==> src/rtl/weather_sensor_sequencer.sv <==
// weather_sensor_sequencer
//
// Polls the four weather sensors over one shared request/acknowledge bus.
// It assembles a coherent snapshot of wind, visibility, temperature and
// thunderstorm, and presents that snapshot to the ECSU severity FSM as
// registered outputs. Snapshot outputs change only when a full round has
// completed, so the ECSU never sees values taken from different rounds.
//
// Optional feature: define WSS_TIMEOUT_EN to add a per-transaction timeout.
// With it, a sensor that stays silent for TIMEOUT request cycles is reported
// through sensor_fault/fault_id, and the round is abandoned (no publish).
// Without it, a request waits indefinitely and sensor_fault/fault_id are 0.
//
// Parameters:
//   PERIOD   cycles spent in WAIT between rounds (>= 1)
//   TIMEOUT  request cycles without ack before a fault (>= 1, WSS_TIMEOUT_EN only)
//
// Ports:
//   CLK, RST        clock, asynchronous active-high reset
//   enable          start/continue periodic polling (sampled in IDLE and last WAIT cycle)
//   sens_req        bus request, held until ack (or timeout)
//   sens_sel        sensor select: 0 wind, 1 visibility, 2 temperature, 3 thunderstorm
//   sens_ack        sensor drives valid sens_data this cycle (honoured only in REQ)
//   sens_data       raw sensor value
//   thunderstorm, wind, visibility, temperature   snapshot to ECSU
//   snapshot_valid  one-cycle pulse on the edge the snapshot outputs update
//   sensor_fault    a sensor timed out; sticky until the next successful publish
//   fault_id        sens_sel of the most recent timed-out sensor
//   seq_state       FSM state: IDLE 0, REQ 1, GAP 2, PUBLISH 3, WAIT 4
//
// Bus handshake: sens_req rises on the edge that enters REQ and stays high,
// with sens_sel stable, until the edge on which sens_ack=1 is sampled (or the
// timeout fires). The sensor may hold off sens_ack for any number of cycles.
// Each sens_ack sampled during REQ transfers exactly one sens_data byte.
module weather_sensor_sequencer #(
    parameter int PERIOD  = 1000,
    parameter int TIMEOUT = 15
) (
    input  logic              CLK,
    input  logic              RST,
    input  logic              enable,
    output logic              sens_req,
    output logic [1:0]        sens_sel,
    input  logic              sens_ack,
    input  logic [7:0]        sens_data,
    output logic              thunderstorm,
    output logic [5:0]        wind,
    output logic [1:0]        visibility,
    output logic signed [7:0] temperature,
    output logic              snapshot_valid,
    output logic              sensor_fault,
    output logic [1:0]        fault_id,
    output logic [2:0]        seq_state
);

    typedef enum logic [2:0] {
        S_IDLE    = 3'd0,
        S_REQ     = 3'd1,
        S_GAP     = 3'd2,
        S_PUBLISH = 3'd3,
        S_WAIT    = 3'd4
    } state_t;

    localparam logic [15:0] WAIT_LOAD = 16'(PERIOD - 1);

    state_t            state;
    logic [1:0]        idx;
    logic [15:0]       wait_cnt;

    // Shadow registers hold the converted values of the round in progress.
    logic              sh_thunder;
    logic [5:0]        sh_wind;
    logic [1:0]        sh_vis;
    logic signed [7:0] sh_temp;

`ifdef WSS_TIMEOUT_EN
    localparam logic [15:0] TO_LAST = 16'(TIMEOUT - 1);
    logic [15:0] req_cnt;
`endif

    assign seq_state = state;
    // idx only changes outside REQ, so it can drive the select directly.
    assign sens_sel  = idx;

`ifndef WSS_TIMEOUT_EN
    assign sensor_fault = 1'b0;
    assign fault_id     = 2'd0;
`endif

    always_ff @(posedge CLK or posedge RST) begin
        if (RST) begin
            state          <= S_IDLE;
            idx            <= 2'd0;
            wait_cnt       <= 16'd0;
            sens_req       <= 1'b0;
            sh_thunder     <= 1'b0;
            sh_wind        <= 6'd0;
            sh_vis         <= 2'd0;
            sh_temp        <= 8'sd0;
            thunderstorm   <= 1'b0;
            wind           <= 6'd0;
            visibility     <= 2'd0;
            temperature    <= 8'sd0;
            snapshot_valid <= 1'b0;
`ifdef WSS_TIMEOUT_EN
            req_cnt        <= 16'd0;
            sensor_fault   <= 1'b0;
            fault_id       <= 2'd0;
`endif
        end else begin
            snapshot_valid <= 1'b0;
            case (state)
                S_IDLE: begin
                    sens_req <= 1'b0;
                    if (enable) begin
                        state    <= S_REQ;
                        idx      <= 2'd0;
                        sens_req <= 1'b1;
`ifdef WSS_TIMEOUT_EN
                        req_cnt  <= 16'd0;
`endif
                    end
                end

                S_REQ: begin
                    if (sens_ack) begin
                        case (idx)
                            2'd0:    sh_wind    <= (sens_data[7:6] != 2'b00) ? 6'd63 : sens_data[5:0];
                            2'd1:    sh_vis     <= sens_data[1:0];
                            2'd2:    sh_temp    <= $signed(sens_data);
                            default: sh_thunder <= sens_data[0];
                        endcase
                        sens_req <= 1'b0;
                        state    <= (idx == 2'd3) ? S_PUBLISH : S_GAP;
                    end
`ifdef WSS_TIMEOUT_EN
                    else if (req_cnt == TO_LAST) begin
                        // Abandon the round; the snapshot keeps last round's values.
                        sens_req     <= 1'b0;
                        sensor_fault <= 1'b1;
                        fault_id     <= idx;
                        idx          <= 2'd0;
                        wait_cnt     <= WAIT_LOAD;
                        state        <= S_WAIT;
                    end else begin
                        req_cnt <= req_cnt + 16'd1;
                    end
`endif
                end

                S_GAP: begin
                    idx      <= idx + 2'd1;
                    sens_req <= 1'b1;
                    state    <= S_REQ;
`ifdef WSS_TIMEOUT_EN
                    req_cnt  <= 16'd0;
`endif
                end

                S_PUBLISH: begin
                    thunderstorm   <= sh_thunder;
                    wind           <= sh_wind;
                    visibility     <= sh_vis;
                    temperature    <= sh_temp;
                    snapshot_valid <= 1'b1;
`ifdef WSS_TIMEOUT_EN
                    sensor_fault   <= 1'b0;
`endif
                    idx            <= 2'd0;
                    wait_cnt       <= WAIT_LOAD;
                    state          <= S_WAIT;
                end

                S_WAIT: begin
                    if (wait_cnt == 16'd0) begin
                        idx <= 2'd0;
                        if (enable) begin
                            state    <= S_REQ;
                            sens_req <= 1'b1;
`ifdef WSS_TIMEOUT_EN
                            req_cnt  <= 16'd0;
`endif
                        end else begin
                            state <= S_IDLE;
                        end
                    end else begin
                        wait_cnt <= wait_cnt - 16'd1;
                    end
                end

                default: begin
                    state    <= S_IDLE;
                    sens_req <= 1'b0;
                end
            endcase
        end
    end

endmodule

==> config.mk <==
export PLATFORM = sky130hd
export DESIGN_NAME = weather_sensor_sequencer
export DESIGN_NICKNAME = d
export VERILOG_FILES = /design/src/rtl/weather_sensor_sequencer.sv
export SDC_FILE = /design/constraint.sdc
export NUM_CORES = 1
export LEC_CHECK = 0
export CORE_ASPECT_RATIO = 1.2
export CORE_MARGIN = 3
export CORE_UTILIZATION = 49
export CTS_BUF_LIST = sky130_fd_sc_hd__clkbuf_16
export DETAILED_ROUTE_END_ITERATION = 7
export HOLD_SLACK_MARGIN = 0.03
export PLACE_DENSITY = 0.84
export SYNTH_ARGS = -nofsm -noshare
export SYNTH_HDL_FRONTEND = slang
export SYNTH_SLANG_ARGS = --single-unit
==> constraint.sdc <==
create_clock -name CLK -period 1.55 [get_ports CLK]
set_input_delay 0.155 -clock CLK [delete_from_list [all_inputs] [get_ports CLK]]
set_output_delay 0.155 -clock CLK [all_outputs]
set_load 0.05 [all_outputs]
==> results.md <==
* Via Count at 2,479
* GPL Wtd Cong at 0.884
* Endpoints failing hold at 0
* Core footprint at 5370 um^2
* Initial Utilization at 0.514
* CTS root buf: clkbuf_16
* FMAX at ~560 MHz
* HPWL Detailed at 4450 um
* Maximum VDD drop at roughly 1.5 mV
* DRT iter0 DRCs at 175
* Chip Height at 88.2 um
* Initial antenna violation count at 0
* Crit Path Class: flip-flop to flip-flop
* Pwr/cell area at 1990 nW/um^2
* Min Tclk post-route at approximately 1.8 ns
* Clock-pin slew on the worst setup and hold paths at ~0.05 ns
* Fin area at 4150 um^2
* Yosys reg bits at between 50 and 60
* IO Port Bufs at 35
* Pre-antenna DRT Iters at 4
* Rows at 29
* Final Skew at 0.0105 ns
* Drt drc at 0
* Synth async-reset ratio at 1.00
* Post-synth EDFFs at 0
* Die ar. at approximately 6600 um^2
* Type of origin of the critical path: flip-flop
* CP required at 1.80 ns
* Post-Syn Area at 2760 um^2
* Top cells by count, synth: nand2_1, dfrtp_1, nor2_1
* Syn Area/Cell at 10.0 um^2
* Cell with the most instances after synthesis: nand2_1
* Total global-route track usage at 0.240
* Area contributors post-synth: dfrtp_1, nand2_1, mux2_2, mux2i_1, ha_1
* Vias in the first global route at approximately 2.5k
* Outcome: finished, violations left
* CTS tree: done
* Fillers at between 300 and 400
* Vias per cell at 5.74
* CTS Hold Buffers Added at 0
* Hold Crit Class: primary input to async pin
* Worst Slack Setup Final at -0.248 ns
* RSZ-0062 raised after global routing: true
* Distinct cell type count after synthesis at between 50 and 60
* Skew-Pair Late Insertion Delay at 0.33 ns
* Sequential share of the synthesized area at 0.517
* WL/cell at about 18 um
* I/O pin count at 39
* Antenna fix cells at 0
* Routed Antenna Nets at 0
* Synth area leader: dfrtp_1
* WP data arrival at ~2.1 ns
* WHS at 0.270 ns
* Synth Flop Type: dfrtp_1
* Post-Route WL at 7990 um
* Final #Nets at 383
* Num CTS Buffers at 9
* Gate Count Post-Synth at 275
* Ys Warns at 0
* CP Capture Type: flip-flop
* Clock Tree Buf Depth at 2
* Total power at around 8 mW
* Leak Pwr at 1.95 nW
* Top-area cell type share of the netlist area at 0.517
* Share of layout cells above drive strength 1 at 0.438
* First-pass GRT wire length at 11,900 um
* Setup TNS at -3.09 ns
* Final period utilization at 1.16
* Finished Core Util at 0.772
* CTS sink cnt at 57
* Max-cap violations at 0
* Count of pins over their slew limit at 0
* Final Setup Violations at 21
* Worst Path Max Fanout at 5
* Die X at 74.5 um
* H-tree depth at 3
* Placed Area at around 3400 um^2
* Violated checks: setup timing
* Layout Area Growth over Synthesis at 50.4%
* Overflow after GRT at 0
* Pin count of the biggest net entering global routing at 58
==> final timing paths <==
| kind | start | endpoint | slack (ns) | cells past startpoint |
|---|---|---|---|---|
| min in group CLK | sh_vis[0]$_DFFE_PP0P_ | visibility[0]$_DFFE_PP0P_ | 0.46 | 2 |
| min | RST | seq_state[0]$_DFFE_PP0P_ | 0.27 | 3 |
| max reg2reg | wait_cnt[1]$_DFFE_PP0P_ | wait_cnt[10]$_DFFE_PP0P_ | -0.25 | 8 |
| min reg2reg | sh_vis[0]$_DFFE_PP0P_ | visibility[0]$_DFFE_PP0P_ | 0.46 | 2 |
| max in group asynchronous | RST | wait_cnt[9]$_DFFE_PP0P_ | 1.01 | 3 |
| max | wait_cnt[1]$_DFFE_PP0P_ | wait_cnt[10]$_DFFE_PP0P_ | -0.25 | 8 |
==> through the flow <==
step	instances	worst slack, ns
floorplan	277	-0.167
global placement	399	-0.130
detailed placement	399	-0.162
CTS	421	-0.131
global route	432	-0.311
finish	432	-0.248
==> where the power goes <==
group / switching (mW) / total, mW / internal (mW) / leakage, nW
Combinational: 2.15 / 3.53 / 1.39 / 1.10
Sequential: 0.489 / 2.58 / 2.09 / 0.690
Clock: 0.721 / 2.13 / 1.40 / 0.153
==> cell type report <==
cell class | count | area [um^2] | share of cell area
inverter | 8 | 33.8 | 0.00815
clock buffer | 9 | 225 | 0.0543
tap | 62 | 77.6 | 0.0187
multi-input combinational | 198 | 1520 | 0.366
sequential | 57 | 1430 | 0.346
timing repair buffer | 91 | 763 | 0.184
clock inverter | 7 | 93.8 | 0.0226
==> layer usage <==
layer	wire, um	up-vias	global-route usage
met5	0	-	0
met3	406	15	0.0436
met1	3100	1230	0.290
met4	144	0	0.118
met2	4340	104	0.407
li1	-	1130	-
==> flip-flops by register name (all words and copies together) (netlist names) <==
| register | count |
|---|---|
| temperature | 8 |
| sens_req | 1 |
| sh_thunder | 1 |
| visibility | 2 |
| snapshot_valid | 1 |
| wait_cnt | 16 |
| sh_wind | 6 |
| seq_state | 3 |
| wind | 6 |
| sens_sel | 2 |
| sh_vis | 2 |
| sh_temp | 8 |
| thunderstorm | 1 |
==> critical path: stages, from the launching register on <==
cell and delay, ns:
dfrtp_1 0.42, inv_2 0.09, ha_4 0.14, nor3b_4 0.26
buf_4 0.16, and3_4 0.25, buf_6 0.12, nand3b_1 0.11
a21oi_2 0.16
==> cell usage in the layout (no fill, tap or decap), drive strengths merged, types with 4 or more instances in the layout <==
master	n
buf	80
nand2	67
dfrtp	57
nor2	18
a21oi	12
mux2	11
clkdlybuf4s50	11
clkbuf	9
mux2i	8
inv	8
o21ai	7
nor3	6
nand2b	6
ha	6
nor4	5
nand3	4
and2	4
and3	4
==> logic make-up (layout without fill, tap and decap cells) <==
kind of cell	Yosys count	in the layout	synth area share
AND/OR/NAND/NOR	132	132	0.245
AO/OA/AOI/OAI	38	38	0.0921
adder cells (fa/ha/maj)	6	6	0.0272
other	1	3	0.00136
buffers and inverters	22	115	0.0436
flip-flops	57	57	0.517
multiplexers	19	19	0.0740
==> timing repair <==
action                                 4_1_cts  5_1_grt
endpoints found under the hold margin        0        0
gates resized for setup                     20       35
setup endpoints to repair                   19       32
buffers inserted                             6       11
pin swaps                                    8       19
Power figures use the tool's default switching activity.
